### config.mk
export PLATFORM = sky130hd
export DESIGN_NAME = fetch_mem_arbiter
export DESIGN_NICKNAME = d
export VERILOG_FILES = /design/src/rtl/fetch_mem_arbiter.sv
export SDC_FILE = /design/constraint.sdc
export NUM_CORES = 1
export LEC_CHECK = 0
export CAP_MARGIN = 30
export CELL_PAD_IN_SITES_DETAIL_PLACEMENT = 1
export CELL_PAD_IN_SITES_GLOBAL_PLACEMENT = 1
export CORE_MARGIN = 2
export CORE_UTILIZATION = 31
export CTS_CLUSTER_DIAMETER = 200
export DETAILED_ROUTE_END_ITERATION = 16
export PLACE_DENSITY = 0.82
export SYNTH_ARGS = -nofsm -noshare
export SYNTH_HDL_FRONTEND = slang
export SYNTH_SLANG_ARGS = --single-unit
### constraint.sdc
create_clock -name clk -period 1.9 [get_ports clk]
set_input_delay 0.19 -clock clk [delete_from_list [all_inputs] [get_ports clk]]
set_output_delay 0.19 -clock clk [all_outputs]
set_load 0.01 [all_outputs]
### src/rtl/fetch_mem_arbiter.sv
// Shares one single-port memory between the fetch stage and the load/store stage.
// One access in flight at a time: IDLE decides, ISSUE drives the port, WAIT covers latency, RESP returns data.
module fetch_mem_arbiter #(
  parameter int ADDR_W       = 16,
  parameter int DATA_W       = 16,
  parameter int MEM_LATENCY  = 1,
  parameter int MAX_D_STREAK = 4
) (
  input  logic              clk,
  input  logic              reset,
  input  logic              if_req,
  input  logic [ADDR_W-1:0] if_addr,
  input  logic              if_cancel,
  output logic              if_valid,
  output logic [DATA_W-1:0] if_rdata,
  output logic              fetch_stall,
  input  logic              d_req,
  input  logic              d_we,
  input  logic [ADDR_W-1:0] d_addr,
  input  logic [DATA_W-1:0] d_wdata,
  output logic              d_done,
  output logic [DATA_W-1:0] d_rdata,
  output logic              mem_en,
  output logic              mem_we,
  output logic [ADDR_W-1:0] mem_addr,
  output logic [DATA_W-1:0] mem_wdata,
  input  logic [DATA_W-1:0] mem_rdata
);

  localparam logic [1:0] S_IDLE  = 2'd0;
  localparam logic [1:0] S_ISSUE = 2'd1;
  localparam logic [1:0] S_WAIT  = 2'd2;
  localparam logic [1:0] S_RESP  = 2'd3;

  localparam logic [3:0] STREAK_MAX = 4'(MAX_D_STREAK);
  localparam logic [2:0] LAT_INIT   = 3'(MEM_LATENCY - 1);

  logic [1:0]        state_reg;
  logic              owner_data_reg;
  logic              we_reg;
  logic              cancel_reg;
  logic [3:0]        streak_reg;
  logic [2:0]        lat_reg;
  logic              mem_en_reg;
  logic              mem_we_reg;
  logic [ADDR_W-1:0] mem_addr_reg;
  logic [DATA_W-1:0] mem_wdata_reg;
  logic [DATA_W-1:0] if_rdata_reg;
  logic [DATA_W-1:0] d_rdata_reg;

  logic fetch_eff;
  logic grant_any;
  logic grant_data;
  logic resp_cycle;

  // A cancel arriving in IDLE hides the fetch request for that decision only.
  assign fetch_eff  = if_req & ~if_cancel;
  assign grant_any  = d_req | fetch_eff;
  assign grant_data = d_req & ~(fetch_eff & (streak_reg == STREAK_MAX));

  // Response pulses are gated by reset so an abandoned access never reports.
  assign resp_cycle  = (state_reg == S_RESP) & ~reset;
  assign if_valid    = resp_cycle & ~owner_data_reg & ~cancel_reg & ~if_cancel;
  assign d_done      = resp_cycle & owner_data_reg;
  assign if_rdata    = if_valid ? mem_rdata : if_rdata_reg;
  assign d_rdata     = d_done ? (we_reg ? '0 : mem_rdata) : d_rdata_reg;
  assign fetch_stall = if_req & ~if_valid;

  assign mem_en    = mem_en_reg;
  assign mem_we    = mem_we_reg;
  assign mem_addr  = mem_addr_reg;
  assign mem_wdata = mem_wdata_reg;

  always_ff @(posedge clk) begin
    if (reset) begin
      state_reg      <= S_IDLE;
      owner_data_reg <= 1'b0;
      we_reg         <= 1'b0;
      cancel_reg     <= 1'b0;
      streak_reg     <= '0;
      lat_reg        <= '0;
      mem_en_reg     <= 1'b0;
      mem_we_reg     <= 1'b0;
      mem_addr_reg   <= '0;
      mem_wdata_reg  <= '0;
      if_rdata_reg   <= '0;
      d_rdata_reg    <= '0;
    end else begin
      case (state_reg)
        S_IDLE: begin
          if (grant_any) begin
            owner_data_reg <= grant_data;
            we_reg         <= grant_data & d_we;
            cancel_reg     <= 1'b0;
            mem_en_reg     <= 1'b1;
            mem_we_reg     <= grant_data & d_we;
            mem_addr_reg   <= grant_data ? d_addr : if_addr;
            if (grant_data) begin
              mem_wdata_reg <= d_wdata;
            end
            // Streak only grows while fetch is being held off by data.
            if (grant_data && if_req) begin
              if (streak_reg != STREAK_MAX) begin
                streak_reg <= streak_reg + 4'd1;
              end
            end else begin
              streak_reg <= '0;
            end
            state_reg <= S_ISSUE;
          end
        end
        S_ISSUE: begin
          mem_en_reg <= 1'b0;
          mem_we_reg <= 1'b0;
          lat_reg    <= LAT_INIT;
          if (!owner_data_reg && if_cancel) begin
            cancel_reg <= 1'b1;
          end
          state_reg <= (MEM_LATENCY == 1) ? S_RESP : S_WAIT;
        end
        S_WAIT: begin
          lat_reg <= lat_reg - 3'd1;
          if (!owner_data_reg && if_cancel) begin
            cancel_reg <= 1'b1;
          end
          if (lat_reg == 3'd1) begin
            state_reg <= S_RESP;
          end
        end
        default: begin
          if (if_valid) begin
            if_rdata_reg <= mem_rdata;
          end
          if (d_done) begin
            d_rdata_reg <= we_reg ? '0 : mem_rdata;
          end
          cancel_reg <= 1'b0;
          state_reg  <= S_IDLE;
        end
      endcase
    end
  end

endmodule

Word-level counts from Yosys, hierarchy flattened

Cells that the tools add are included.
W data, S select, Z words.

Output and inout port bits: 69
Flip-flop bits (word level): 78
Bits of input ports: 70
Word-level logic and storage cells: 72

Reduce and logical (&&, ||, !) cells: 14
Equality and inequality tests: 10
Bitwise operators: 17
Mux-type cells: 17
Add/sub/neg operators: 2

Operators with widths:

| kind                  | number |
|---|---|
| $mux W16              | 4 |
| $and A1 B1 Y1         | 10 |
| $mux W4               | 2 |
| $reduce_and A2 Y1     | 4 |
| $not A1 Y1            | 6 |
| $pmux W1 S2           | 3 |
| $pmux W2 S3           | 1 |
| $pmux W3 S2           | 1 |
| $reduce_and A3 Y1     | 2 |
| $add A4 B1 Y4 const B | 1 |
| $eq A2 B2 Y1 const B  | 2 |
| $eq A4 B3 Y1 const B  | 1 |
| $mux W1               | 4 |
| $mux W2               | 2 |
| $ne A2 B1 Y1 const B  | 2 |
| $ne A2 B2 Y1 const B  | 2 |
| $ne A4 B3 Y1 const B  | 1 |
| $reduce_bool A2 Y1    | 2 |
| $eq A3 B1 Y1 const B  | 1 |
| $reduce_or A3 Y1      | 1 |
| $sub A3 B1 Y3 const B | 1 |
| $eq A2 B1 Y1 const B  | 1 |
| $logic_and A1 B1 Y1   | 2 |
| $logic_not A2 Y1      | 1 |
| other kinds (3)       | 3 |

Logic depth before layout (Yosys ltp)

Gate-level depths: netlist of the first run.

Word-level depth: 8
Depth in mapped cells: 8
Mapped depth without buffers: 6

Worst setup path after synthesis of the first run

OpenSTA, ideal clock, no wires.

Path kind: register -> output
Start point: register state_reg[1]
End point: output port d_rdata[2]
Path buffers: 2
Arrival time: 1.532 ns
Stages on the path, launching flop included: 7
Required time: 1.710 ns
Path slack: 0.178 ns
Cells stage by stage: dfxtp_1 ha_1 nand2_1 or2_1 clkbuf_1 clkbuf_1 o21ai_0

Longest elaborated chain between the ends: 4

RTL lines:

| what                   | line | text |
|---|---|---|
| start, declared        | 38   | `logic [1:0] state_reg;` |
| start signal, assigned | 119  | `state_reg <= (MEM_LATENCY == 1) ? S_RESP : S_WAIT;` |
| $eq A2 B2 Y1           | 62   | `assign resp_cycle = (state_reg == S_RESP) & ~reset;` |
| $and A1 B1 Y1          | 62   |  |
| $and A1 B1 Y1          | 64   | `assign d_done = resp_cycle & owner_data_reg;` |
| $mux W16               | -    |  |
| end, declared          | 22   | `output logic [DATA_W-1:0] d_rdata,` |

No other way between the ends.

Worst setup path in the final report of the first run

Start point: register cancel_reg
End point: output port if_rdata[4]

Longest elaborated chain between the ends: 4

RTL lines:

| what                       | line | text |
|---|---|---|
| start, declared            | 41   | `logic cancel_reg;` |
| start signal, assigned     | 79   | `cancel_reg <= 1'b0;` |
| start signal, assigned     | 94   | `cancel_reg <= 1'b0;` |
| start signal, assigned     | 117  | `cancel_reg <= 1'b1;` |
| $not A1 Y1                 | 63   | `assign if_valid = resp_cycle & ~owner_data_reg & ~cancel_reg & ~if_cancel;` |
| $and A1 B1 Y1 (2 in a row) | 63   |  |
| $mux W16                   | -    |  |
| end, declared              | 15   | `output logic [DATA_W-1:0] if_rdata,` |

No other way between the ends.

==> impl_summary.txt, run 1 <==
----------------------------------------------------
[Global route]
  Overflow left after global routing ... 0
  Pin count of the biggest net entering global routing ... 41
  Vias in the first global route ... 3717
  Global-route wire length before repair ... approximately 18 mm
  Number of antenna violations at the first check in global routing ... 0
  Overall global routing resource usage ... 19.9%

[Clock tree]
  Maximum buffer depth of the clock tree ... 2
  Worst-Skew Late Latency ... 0.37 ns
  CTS tree ... done
  Clock transition at path regs ... 0.08 ns
  Clk sinks ... 78
  Inserted Clock Buffers ... 9
  Max H-tree Level ... 3
  Quantity of hold-fixing buffers added after cts ... 0
  Clk root buf ... clkbuf_8

[Cells and area]
  Commonest non-fill, non-tap cell in the layout ... clkdlybuf4s50_1
  Final Util ... 52.1%
  Area growth syn-to-layout ... 63.2%
  Nets ... 662
  Top library cells by usage in the layout, fill and taps aside ... clkdlybuf4s50_1 (102), nor2_1 (91), dfxtp_1 (75)
  Number of fill cells ... roughly 1300
  Proportion of layout cells with a drive suffix above 1 ... 24.0%
  Inserted Diodes ... 0

[Floorplanning]
  Die X-Extent ... 110 um
  Num rows ... 38
  Core box area ... 10900 um^2
  Height of the die ... 110 um
  Initial standard-cell utilization of the core ... 31.9%
  Area of the die ... 12100 um^2
  Number of top-level pins ... roughly 140

[Placed design]
  Final HPWL DP ... roughly 8.0 mm
  GP Congestion ... 0.737
  Worst slack at placement ... -0.351 ns
  Count of input and output buffers ... 138

[Yosys]
  Distinct cells, synth ... 41
  Post-synth EDFFs ... 0
  Post-synthesis net count ... 508
  Sequential share of the synthesized area ... 45.0%
  Proportion of register bits with asynchronous set or reset after synthesis ... 0%
  YS warnings ... 0
  Synthesized flop and latch total ... 78
  Average footprint of a synthesized cell ... 8.08 um^2
  Synthesized netlist cell count ... 430
  Syn Std Cell Area ... between 3000 and 4000 um^2
  Most frequently used flop master after synthesis ... dfxtp_1

[Timing]
  Worst setup skew after layout ... 0.0101 ns
  Total count of max-transition violations in the final report ... 0
  RSZ-0062 raised after global routing ... true
  Final Hold Violating Endpoints ... 0
  Fraction of the cycle the final worst path needs ... 107%
  Slew at the pin closest to its max-slew limit ... 0.586 ns
  Final setup violating endpoints ... 19
  Worst slew slack as a fraction of its limit ... around three fifths
  Maximum clock frequency ... 493 MHz
  Aggregate negative setup slack ... -0.776 ns
  Final setup slack of the worst path ... -0.129 ns
  Final critical path time including I/O delays and setup ... 2.03 ns

[Power]
  Power density normalized to cell area ... 941 nW/um^2
  VDD IR max ... 0.610 mV
  Lkg Pwr ... 0.00234 uW

[Drt]
  DR iter-0 viols ... 125
  Post-detailed-routing wire length ... 12.1 mm
  Count of TritonRoute iterations in the first routing pass ... 4
  DRC violation count after routing ... 0
  Count of vias placed by the detailed router ... 3536
  Via-to-Cell Ratio ... 4.86
  Number of antenna-violating nets in the routed design ... 0
  Routed wire length per instance ... 16.7 um

[Worst setup path]
  Startpoint-to-endpoint class of the critical path ... flop to output pin
  Data required time of the worst path ... 1.71 ns
  Top fanout value on the critical path ... 4
  Critical path launch point type ... flop
  Crit path capture type ... output pin
  Critical path data arrival time ... 1.84 ns

[Flow run]
  Number of max-cap violations ... 0

[Status]
  Outcome ... finished with violations
  Violated checks ... negative setup slack

[Worst hold path]
  Type of the most critical hold path ... input port to flop

----------------------------------------------------
metal layers:
| layer | GRT usage, % | share of wire (%) | wire length (um) | vias to the layer above |
|---|---|---|---|---|
| li1 | - | - | - | 1730 |
| met1 | 22.4 | 41 | 4930 | 1670 |
| met2 | 34.0 | 50 | 6070 | 116 |
| met4 | 7.96 | 1.9 | 226 | 0 |
| met3 | 7.29 | 7.6 | 924 | 20 |
| met5 | 0 | 0 | 0 | - |
final cells by class:
class / count / area (um^2) / area share, %
clock inverters: 4 / 47.5 / 0.839
inverters: 13 / 48.8 / 0.861
multi-input cells: 315 / 2000 / 35.3
well taps: 140 / 175 / 3.09
flip-flops and latches: 78 / 1570 / 27.6
clock buffers: 11 / 141 / 2.49
repair buffers: 167 / 1690 / 29.8
cell families (layout without fill, tap and decap cells):
logic type                 after synthesis  in the layout  synth area share (%)
and+or+nand+nor                        214            217                  28.7
DFF                                     78             78                  45.0
AOI/OAI and AO/OA                       72             72                  11.7
adders and majority gates                8              8                  2.88
muxes                                   18             18                  6.66
buffers and inverters                   40            195                  5.04
critical path, cell delays in order (launching register included):
cell	delay [ns]
dfxtp_2	0.34
nor4_4	0.27
buf_6	0.21
nand2_8	0.09
buf_12	0.13
mux2_4	0.30
buf_6	0.12
synth_stat cells, drive strengths merged (4+ instances only):
cell type	count	area, um^2
nor2	91	342
dfxtp	78	1560
nand2	55	214
a21oi	38	190
nand2b	20	128
o21ai	20	100
nor2b	19	119
clkbuf	18	67.6
mux2	17	221
nor4	17	121
inv	13	48.8
buf	9	58.8
ha	8	100
nand3	4	20.0
through the flow:
step	area (um^2)	total power (uW)	std cells	hold WS, ns
finish	5670	5330	728	0.367
global placement	5080	3800	698	0.441
detailed placement	5080	3900	698	0.450
floorplan	3470	2960	430	0.326
global route	5670	5690	728	0.368
CTS	5430	5310	724	0.348
worst paths after layout:
check                     start            end  slack, ns  cells after the start
hold reg to reg   mem_wdata[12]  mem_wdata[12]       0.46                      2
setup reg to reg   state_reg[0]   state_reg[0]       0.09                      8
setup / recovery     cancel_reg    if_rdata[4]      -0.13                      6
hold / removal       d_wdata[1]   mem_wdata[1]       0.37                      3
power breakdown:
group	leakage, uW	switching (uW)	internal, uW
Sequential	0.000636	156	1870
Combinational	0.00161	1010	1030
Clock	0.0000952	636	632
repair_timing:
item                                    CTS  global route
pin swaps                                 8            12
setup buffers                             7             2
gates resized for setup                 192            51
endpoints found under the setup margin   35            35
gates cloned                              4             3
(Power assumes the default switching activity.)
==> inputs of run 2 (changes only) <==
--- a/config.mk
+++ b/config.mk
@@ -12,6 +12,7 @@
 export CORE_UTILIZATION = 31
 export CTS_CLUSTER_DIAMETER = 200
 export DETAILED_ROUTE_END_ITERATION = 16
+export GPL_ROUTABILITY_DRIVEN = 0
 export PLACE_DENSITY = 0.82
 export SYNTH_ARGS = -nofsm -noshare
 export SYNTH_HDL_FRONTEND = slang
==> results of run 2 <==
Same layout as run 1: the final DEF is identical, and so are final timing and power.
